[config.mk]
export PLATFORM = sky130hd
export DESIGN_NAME = counter_cmd_ctrl
export DESIGN_NICKNAME = d
export VERILOG_FILES = /design/src/rtl/counter_cmd_ctrl.sv
export SDC_FILE = /design/constraint.sdc
export NUM_CORES = 1
export LEC_CHECK = 0
export CORE_MARGIN = 4
export CORE_UTILIZATION = 35
export DETAILED_ROUTE_END_ITERATION = 8
export DONT_BUFFER_PORTS = 1
export PLACE_DENSITY = 0.58
export SETUP_SLACK_MARGIN = 0.1
export SLEW_MARGIN = 20
export SYNTH_ARGS = -nofsm -noshare
export SYNTH_HDL_FRONTEND = slang
export SYNTH_SLANG_ARGS = --single-unit
[constraint.sdc]
create_clock -name CLK -period 2.06 [get_ports CLK]
set_input_delay 0.206 -clock CLK [delete_from_list [all_inputs] [get_ports CLK]]
set_output_delay 0.206 -clock CLK [all_outputs]
set_load 0.02 [all_outputs]
[src/rtl/counter_cmd_ctrl.sv]
// Button front end for an up/down/load counter: synchronise, debounce, edge-detect, auto-repeat.
// Pulses are registered and appear DB_CYCLES+3 edges after a clean raw change; no backpressure.
module counter_cmd_ctrl #(
    parameter logic [15:0] DB_CYCLES = 16'd1000,
    parameter logic [15:0] RPT_DELAY = 16'd5000,
    parameter logic [15:0] RPT_RATE  = 16'd1000
) (
    input  logic       CLK,
    input  logic       RST_N,
    input  logic       BTN_UP,
    input  logic       BTN_DOWN,
    input  logic       BTN_LOAD,
    input  logic [4:0] LOAD_VAL,
    input  logic       High,
    input  logic       Low,
    output logic       Load,
    output logic       Up,
    output logic       Down,
    output logic [4:0] IN
);

    localparam int B_UP = 0;
    localparam int B_DN = 1;
    localparam int B_LD = 2;

    typedef enum logic [1:0] {IDLE, HOLD, REPEAT} state_t;
    typedef enum logic {DIR_UP, DIR_DOWN} dir_t;

    logic [2:0]  w_btn_raw;
    logic [2:0]  r_sync1;
    logic [2:0]  r_sync2;
    logic [2:0]  r_deb;
    logic [2:0]  r_deb_d;
    logic [2:0]  w_rise;
    logic [15:0] r_db_cnt [3];

    state_t      r_state;
    dir_t        r_dir;
    logic [15:0] r_timer;
    logic [15:0] w_limit;
    logic        w_dir_held;
    logic        w_opp_held;
    logic        w_abort;

    logic        r_load;
    logic        r_up;
    logic        r_down;
    logic [4:0]  r_in;

    assign w_btn_raw = {BTN_LOAD, BTN_DOWN, BTN_UP};
    assign w_rise    = r_deb & ~r_deb_d;

    // Debounced level flips only after DB_CYCLES+1 consecutive mismatching edges.
    always_ff @(posedge CLK) begin
        if (!RST_N) begin
            r_sync1 <= '0;
            r_sync2 <= '0;
            r_deb   <= '0;
            r_deb_d <= '0;
            for (int i = 0; i < 3; i++) begin
                r_db_cnt[i] <= '0;
            end
        end else begin
            r_sync1 <= w_btn_raw;
            r_sync2 <= r_sync1;
            r_deb_d <= r_deb;
            for (int i = 0; i < 3; i++) begin
                if (r_sync2[i] != r_deb[i]) begin
                    if (r_db_cnt[i] == DB_CYCLES) begin
                        r_deb[i]    <= ~r_deb[i];
                        r_db_cnt[i] <= '0;
                    end else begin
                        r_db_cnt[i] <= r_db_cnt[i] + 16'd1;
                    end
                end else begin
                    r_db_cnt[i] <= '0;
                end
            end
        end
    end

    assign w_dir_held = (r_dir == DIR_UP) ? r_deb[B_UP] : r_deb[B_DN];
    assign w_opp_held = (r_dir == DIR_UP) ? r_deb[B_DN] : r_deb[B_UP];
    assign w_abort    = !w_dir_held || w_opp_held;
    assign w_limit    = (r_state == HOLD) ? (RPT_DELAY - 16'd1) : (RPT_RATE - 16'd1);

    always_ff @(posedge CLK) begin
        if (!RST_N) begin
            r_state <= IDLE;
            r_dir   <= DIR_UP;
            r_timer <= '0;
            r_load  <= 1'b0;
            r_up    <= 1'b0;
            r_down  <= 1'b0;
            r_in    <= '0;
        end else begin
            r_load <= 1'b0;
            r_up   <= 1'b0;
            r_down <= 1'b0;
            if (w_rise[B_LD]) begin
                r_load  <= 1'b1;
                r_in    <= LOAD_VAL;
                r_state <= IDLE;
                r_timer <= '0;
            end else begin
                case (r_state)
                    IDLE: begin
                        if (w_rise[B_UP] && !r_deb[B_DN]) begin
                            r_up    <= !High;
                            r_dir   <= DIR_UP;
                            r_timer <= '0;
                            r_state <= HOLD;
                        end else if (w_rise[B_DN] && !r_deb[B_UP]) begin
                            r_down  <= !Low;
                            r_dir   <= DIR_DOWN;
                            r_timer <= '0;
                            r_state <= HOLD;
                        end
                    end
                    HOLD, REPEAT: begin
                        if (w_abort) begin
                            r_state <= IDLE;
                            r_timer <= '0;
                        end else if (r_timer == w_limit) begin
                            // A saturated-masked step still advances the schedule.
                            r_up    <= (r_dir == DIR_UP) && !High;
                            r_down  <= (r_dir == DIR_DOWN) && !Low;
                            r_timer <= '0;
                            r_state <= REPEAT;
                        end else begin
                            r_timer <= r_timer + 16'd1;
                        end
                    end
                    default: begin
                        r_state <= IDLE;
                        r_timer <= '0;
                    end
                endcase
            end
        end
    end

    assign Load = r_load;
    assign Up   = r_up;
    assign Down = r_down;
    assign IN   = r_in;

endmodule

# Word level (Yosys, flattened, before mapping)

Memories as Yosys holds them, arrays and structs flattened.
Index checks and enable logic that the tools add are counted.

Multiplexer cells: 68
Equality and inequality tests: 11
$add $sub $neg: 4
Reductions and logical operators: 19
Bitwise gates (word level): 17

Operators with widths:

| cell                  | number |
|---|---|
| $mux 16               | 13 |
| $add 16x1->16 const B | 4 |
| $eq 16x10->1 const B  | 3 |
| $mux 1                | 46 |
| $pmux 16 s2           | 1 |
| $eq 16x13->1          | 1 |
| $mux 13               | 1 |
| $or 1x1->1            | 9 |
| $mux 2                | 4 |
| $reduce_and 2->1      | 4 |
| $ne 3x3->1 const B    | 2 |
| $not 1->1             | 6 |
| $logic_not 1->1       | 5 |
| $logic_and 1x1->1     | 4 |
| $pmux 1 s2            | 2 |
| $pmux 2 s2            | 1 |
| $reduce_or 2->1       | 2 |
| $and 3x3->3           | 1 |
| $ne 1x1->1            | 3 |
| $not 3->3             | 1 |
| $reduce_and 3->1      | 1 |
| $eq 2x1->1 const B    | 1 |
| $eq 2x2->1 const B    | 1 |
| $logic_not 2->1       | 1 |
| 2 further kinds       | 2 |

Memories: 1
Register bits after elaboration: 39
Output and inout bits: 8
Memory bits (writable): 48

Memory list:

| name     | words | bits a word | read ports | clocked after Yosys merged registers in | write ports | RTL line | text |
|---|---|---|---|---|---|---|---|
| r_db_cnt | 3     | 16          | 3          | 0                                       | 3           | 35       | `logic [15:0] r_db_cnt [3];` |

# Longest topological paths before layout

Gate-level depths: netlist (run 1).
An unclocked memory read counts as a cell.

Depth after elaboration: 9
Gate-level depth with buffers: 8
Gate-level depth less buffers: 7

# Least setup slack after synthesis (run 1)

Ideal clock, no wire load.

Path type: reg2reg
From: memory r_db_cnt[1][2]
To: memory r_db_cnt[1][9] (data pin)
Stages on the path, launching flop included: 7
Slack: 0.176 ns
Path buffers: 1
Required time: 1.806 ns
Setup time: 0.254 ns
Period minus slack after synthesis: 1.884 ns
Arrival time: 1.630 ns
Path through: edfxtp_1 or4_1 nor4_1 nand4_1 nand3_2 buf_4 nor2_1

RTL lines:

| what               | RTL line |
|---|---|
| start: declaration | 35 |

==> results of run 1 <==
==> path summary, 6_finish.rpt <==
| kind | start | to | slack [ns] | cells after the start |
|---|---|---|---|---|
| max reg2reg | r_db_cnt[1][13]$_SDFFCE_PP0P_ | r_db_cnt[1][13]$_SDFFCE_PP0P_ | 0.23 | 6 |
| min | RST_N | r_sync2[2]$_SDFF_PN0_ | 0.01 | 1 |
| min reg2reg | r_sync1[1]$_SDFF_PN0_ | r_sync2[1]$_SDFF_PN0_ | 0.43 | 1 |
| max | r_db_cnt[1][13]$_SDFFCE_PP0P_ | r_db_cnt[1][13]$_SDFFCE_PP0P_ | 0.23 | 6 |
==> routing by layer <==
layer / share of wire (%) / up-vias / GRT usage [%]
li1: - / 1576 / -
met4: 1.9 / 0 / 4.56
met2: 46 / 50 / 18.4
met1: 48 / 1417 / 14.7
met3: 4.5 / 10 / 4.35
met5: 0 / - / 0
==> flip-flops by register name, summed over array words and instances (netlist names) <==
name / flops
Up: 1
IN: 5
r_sync1: 3
r_dir: 1
Down: 1
r_deb: 3
r_timer: 16
r_deb_d: 3
r_db_cnt: 48
Load: 1
r_state: 2
r_sync2: 3
==> worst reg2reg max path, stage by stage (launching register included) <==
cell and delay (ns):
edfxtp_1 0.43, or4_1 0.54, nor4_2 0.14, nand4_1 0.12, buf_4 0.18, nand3_4 0.11, nor2_1 0.07
==> stage by stage <==
stage / setup slack (ns) / util, % / power, mW / cells
5_1_grt: 0.0619 / 43.4 / 3.90 / 648
3_3_place_gp: 0.125 / 39.0 / 2.06 / 616
3_5_place_dp: 0.0817 / 39.0 / 2.06 / 616
4_1_cts: 0.129 / 42.5 / 3.80 / 643
6_report: 0.229 / 43.4 / 3.74 / 648
2_1_floorplan: 0.176 / - / 2.04 / 467
==> final cells by class <==
type / count / area (um2)
Sequential cell: 87 / 2220
Multi-Input combinational cell: 355 / 2210
Clock buffer: 11 / 233
Inverter: 17 / 63.8
Tap cell: 147 / 184
Fill cell: 1149 / 6800
Clock inverter: 5 / 72.6
Timing Repair Buffer: 26 / 223
==> cell families after synthesis <==
family,Yosys count,synth area share [%]
AO/OA/AOI/OAI,24,4.11
XOR/XNOR,56,11.4
adder cells (fa/ha/maj),10,2.92
buffers and inverters,26,2.60
flip-flops,87,51.8
multiplexers,3,0.700
other,1,0.0874
AND/OR/NAND/NOR,213,26.3
==> power by group <==
part / switching [mW] / internal (mW) / total (mW)
Sequential: 0.0438 / 1.88 / 1.92
Clock: 0.634 / 1.05 / 1.69
Combinational: 0.0735 / 0.0626 / 0.136
Total: 0.751 / 2.99 / 3.74
==> layout by cell type, fill, tap and decap left out, types with 2 or more instances in the layout <==
cell and instances:
nand2_1 28, mux2i_1 3, dlygate4sd3_1 11, clkinv_1 2
xor2_1 21, o21ai_0 3, nand3_4 2, dfxtp_1 38
nor3_2 2, nand3_1 25, and4_1 5, bufinv_16 2
and2_1 15, nor3b_4 2, nor3b_2 2, a21oi_1 4
nor4_2 3, a32oi_1 2, xnor2_1 35, nor2b_1 6
inv_1 17, ha_1 9, or3_1 4, edfxtp_1 48
nor4b_1 3, and3_1 9, a22o_1 5, clkbuf_16 9
nor3_1 11, nor4b_2 3, conb_1 48, clkbuf_1 2
nor4_1 6, nor2_1 74, nand4_1 8, buf_4 15
==> timing repair <==
action | 4_1_cts | 5_1_grt
pin swaps | 0 | 5
buffers inserted | 0 | 3
setup endpoints to repair | 14 | 61
resized for setup | 1 | 15
hold buffers | 11 | 0
cloned | 0 | 2
endpoints found under the hold margin | 18 | 0
==> flow_summary.yaml, run 1 <==
floorplanning:
  rows: 40
  die_area_mm2: 0.0141
  core_mm2: 0.0120
  dieWidth_um: 119
  ios: 20
  start_util_pct: 35.7
  die_h_um: 119
layout:
  area.growth.synth_to_final_pct: 21.5
  fin_nets: 518
  diodes: 0
  final_layout_size_suffix_gt1_share_pct: 9.58
  fin_area_mm2: 0.00521
clocking:
  numCtsBuffers: 9
  cts_num_sinks: 87
  clk_latency_ns: 0.34
  cts_buffer_depth: 2
  clk_pin_slew_ns: 0.06
  cts_tree: "done"
  htree_levels: 3
  root_buffer: "clkbuf_16"
timing:
  setup_viol: 0
  final_hold_viol_count: 0
  layout_min_cycle_time_ns: 1.83
  fmax_mhz: 546
  worst_hold_slack_ns: 0.0108
  rsz0062_at_grt: "no"
  fin_crit_sh_pct: 88.9
  drv_slew: 0
  tns_ns: 0
  skew_ns: 0.00409
power_and_ir_drop:
  power_density_mw_per_mm2: 718
  ir_drop_mv: 0.377
  p_leak_nw: 1.87
placed_design:
  hpwl_um: 5370
  portBuffers: 0
  post_dp_cell_area_mm2: 0.00468
  globalplace.congestion: 0.765
yosys:
  yosys-top-cells-count: "74 x nor2_1, 48 x edfxtp_1, 39 x dfxtp_1, 35 x xnor2_1, 28 x nand2_1"
  netlist.area_leader.share_pct: 33.6
  ys_types: 49
  yosysMostFrequentCell: "nor2_1"
  yosysWarnings: 0
  syn_area_mm2: 0.00429
  synth.ff_latch_count: 87
  synth_edf_count: 48
  ys_top_cells_by_area: "edfxtp_1 34%, dfxtp_1 18%, xnor2_1 7.1%, nor2_1 6.5%, xor2_1 4.3%"
  syn_area_per_cell_um2: 10.2
  seq_area_frac_synth_pct: 51.8
  synthCells: 420
  synthFlopType: "edfxtp_1"
  async_reset_ff_share_pct: 0
  synth.largest_area_cell: "edfxtp_1"
worst_setup_path:
  crit_family: "simple AND/OR/NAND/NOR gates"
  crit_type: "register to register"
  max_stage_delay_ns: 0.54
  crit_chain: "or4_1 > nor4_2 > nand4_1 > buf_4 > nand3_4 > nor2_1"
  worst-path-buf-inv: 1
  worstPathMaxFanout: 8
  required_ns: 2.15
  worstSetupStartpointType: "register"
  cp_slowest_cell: "or4_1"
  crit_arrival_ns: 1.92
  crit_path_end_kind: "register"
route:
  dr.pass1.iters: 4
  wl_um: 7850
  drc: 0
  num_vias: 3053
  detail_route.wl_per_cell_um: 12.1
  vias_per_cell: 4.71
  drt_iter0_drc: 184
  ant_nets: 0
global_routing:
  grt_pass1_vias: 2929
  grt_pass1_wl_um: 13400
  grt_antenna_before_repair: 0
  globalRouteOverflowTotal: 0
  grt_usage_pct: 11.7
  grt_max_degree: 17
hold_path:
  min_path_type: "input pin to register"
flow_run:
  cap_violations: 0
status:
  status: "completed"
Note: power is estimated with default switching activity, not from simulation.
==> run 2: changes to the inputs <==
- PLACE_DENSITY: 0.58 -> 0.6
- clock period: 2.06 -> 1.6 ns (I/O delays scaled with it)
==> flow_summary.yaml, run 2 (same netlist as run 1, synthesis figures left out) <==
timing:
  fin_crit_sh_pct: 116
  drv_slew: 0
  rsz0062_at_grt: "yes"
  slew_headroom_pct: 66.8
  layout_min_cycle_time_ns: 1.85
  skew_ns: 0.00547
  fmax_mhz: 539
  worst_pin_slew_ns: 0.496
  setup_viol: 67
  fin_ws_ns: -0.254
  final_hold_viol_count: 0
global_routing:
  globalRouteOverflowTotal: 0
  grt_pass1_wl_um: 15600
  grt_pass1_vias: 3440
  grt_usage_pct: 13.5
  grt_antenna_before_repair: 0
  grt_max_degree: 15
route:
  ant_nets: 0
  num_vias: 3362
  wl_um: 9230
  drc: 0
  detail_route.wl_per_cell_um: 12.9
  vias_per_cell: 4.69
  drt_iter0_drc: 162
  dr.pass1.iters: 4
clocking:
  root_buffer: "clkbuf_16"
  cts_num_sinks: 87
  clk_pin_slew_ns: 0.06
  cts_tree: "done"
  clk_latency_ns: 0.34
  numCtsBuffers: 9
  cts_buffer_depth: 2
  htree_levels: 3
power_and_ir_drop:
  power_switching_mw: 1.07
  clock_power_share_pct: 45.1
  p_seq_share_pct: 49.2
  switching_share_pct: 21.5
  p_total_mw: 4.99
  p_leak_nw: 2.33
  power_density_mw_per_mm2: 799
  combPwrFrac_pct: 5.7
  p_int_mw: 3.92
  ir_drop_mv: 0.502
placed_design:
  hpwl_um: 5850
  globalplace.congestion: 0.762
  post_dp_cell_area_mm2: 0.00522
  portBuffers: 0
worst_setup_path:
  critPathLaunch: "r_db_cnt[1][2]$_SDFFCE_PP0P_"
  crit_chain: "or4_1 > nor4_1 > nand4_1 > buf_4 > nand3_4 > nor2_1"
  max_stage_delay_ns: 0.54
  crit_arrival_ns: 1.95
  cp_slowest_cell: "or4_1"
  crit_type: "register to register"
  r2r-start: "r_db_cnt[1][2]$_SDFFCE_PP0P_"
  worstSetupStartpointType: "register"
  required_ns: 1.70
  crit_path_end_kind: "register"
  worstPathMaxFanout: 8
layout:
  diodes: 0
  final_layout_size_suffix_gt1_share_pct: 31.6
  area.growth.synth_to_final_pct: 45.6
  fin_nets: 587
  fin_area_mm2: 0.00624
  largest_reg_flops: 48
  mostFrequentLayoutCell: "buf_4"
  layout_common_cells: "72 x buf_4, 48 x edfxtp_1, 48 x conb_1, 45 x nor2_1, 35 x dfxtp_1"
  num-fill-cells: 1058
  largest-register: "r_db_cnt"
flow_run:
  cap_violations: 0
floorplanning:
  ios: 20
  die_h_um: 119
  dieWidth_um: 119
  rows: 40
  die_area_mm2: 0.0141
  start_util_pct: 35.7
  core_mm2: 0.0120
hold_path:
  min-delay-start: "RST_N"
  min_path_type: "input pin to register"
status:
  status: "finished, violations left"
  violations: "negative setup slack"
==> run 2: cell types whose count changed in the layout (fill, tap and decap cells not counted), sizes merged <==
| cell | change |
|---|---|
| clkinv | -1 |
| buf | +68 |
| bufbuf | +1 |
| clkbuf | +2 |
| bufinv | -2 |
| clkinvlp | +1 |
==> run 2: area by class of cell <==
cell class	instances	area (um2)	area share, %
Clock buffer	13	314	5.03
Inverter	17	66.3	1.06
Timing Repair Buffer	95	850	13.6
Clock inverter	3	17.5	0.281
Multi-Input combinational cell	355	2580	41.3
Sequential cell	87	2230	35.8
Tap cell	147	184	2.95
==> run 2: critical path, delay by kind of cell (launching register included) <==
kind,cells,cell delay [ns]
buffers and inverters,1,0.18
flip-flops,1,0.38
AND/OR/NAND/NOR,5,1.04
==> run 2: path summary, 6_finish.rpt <==
kind	end	slack, ns	cells past startpoint
max	r_db_cnt[1][11]$_SDFFCE_PP0P_	-0.25	6
min	r_db_cnt[1][2]$_SDFFCE_PP0P_	0.15	2
max reg2reg	r_db_cnt[1][11]$_SDFFCE_PP0P_	-0.25	6
min reg2reg	r_sync2[1]$_SDFF_PN0_	0.43	1
==> run 2: power groups by stage <==
stage | Sequential (mW) | Clock, mW | Combinational (mW)
floorplan | 2.51 | 0 | 0.124
global placement | 2.50 | 0 | 0.200
detailed placement | 2.51 | 0 | 0.202
CTS | 2.46 | 2.31 | 0.254
global route | 2.46 | 2.37 | 0.315
finish | 2.46 | 2.25 | 0.284
==> run 2: stage by stage <==
stage	TNS, ns	cells	hold WS (ns)	setup slack (ns)	utilization, %
finish	-9.17	717	0.149	-0.254	52.0
global route	-16.31	717	0.150	-0.369	52.0
CTS	-8.19	712	0.135	-0.250	49.7
detailed placement	-9.09	672	0.245	-0.311	43.5
global placement	-7.66	672	0.245	-0.247	43.5
floorplan	-4.55	467	0.239	-0.256	-
==> run 2: per-layer routing <==
metal	track usage, %	wire, um	vias up
met4	6.73	234	0
met1	16.9	4270	1584
li1	-	-	1716
met2	22.8	4470	47
met5	0	0	-
met3	1.96	250	15
==> run 2: repair_timing <==
action,4_1_cts,5_1_grt
setup buffers,12,5
endpoints found under the setup margin,71,76
gates resized for setup,36,57
hold buffers,11,0
endpoints found under the hold margin,20,0
pin swaps,26,22
cloned,3,0
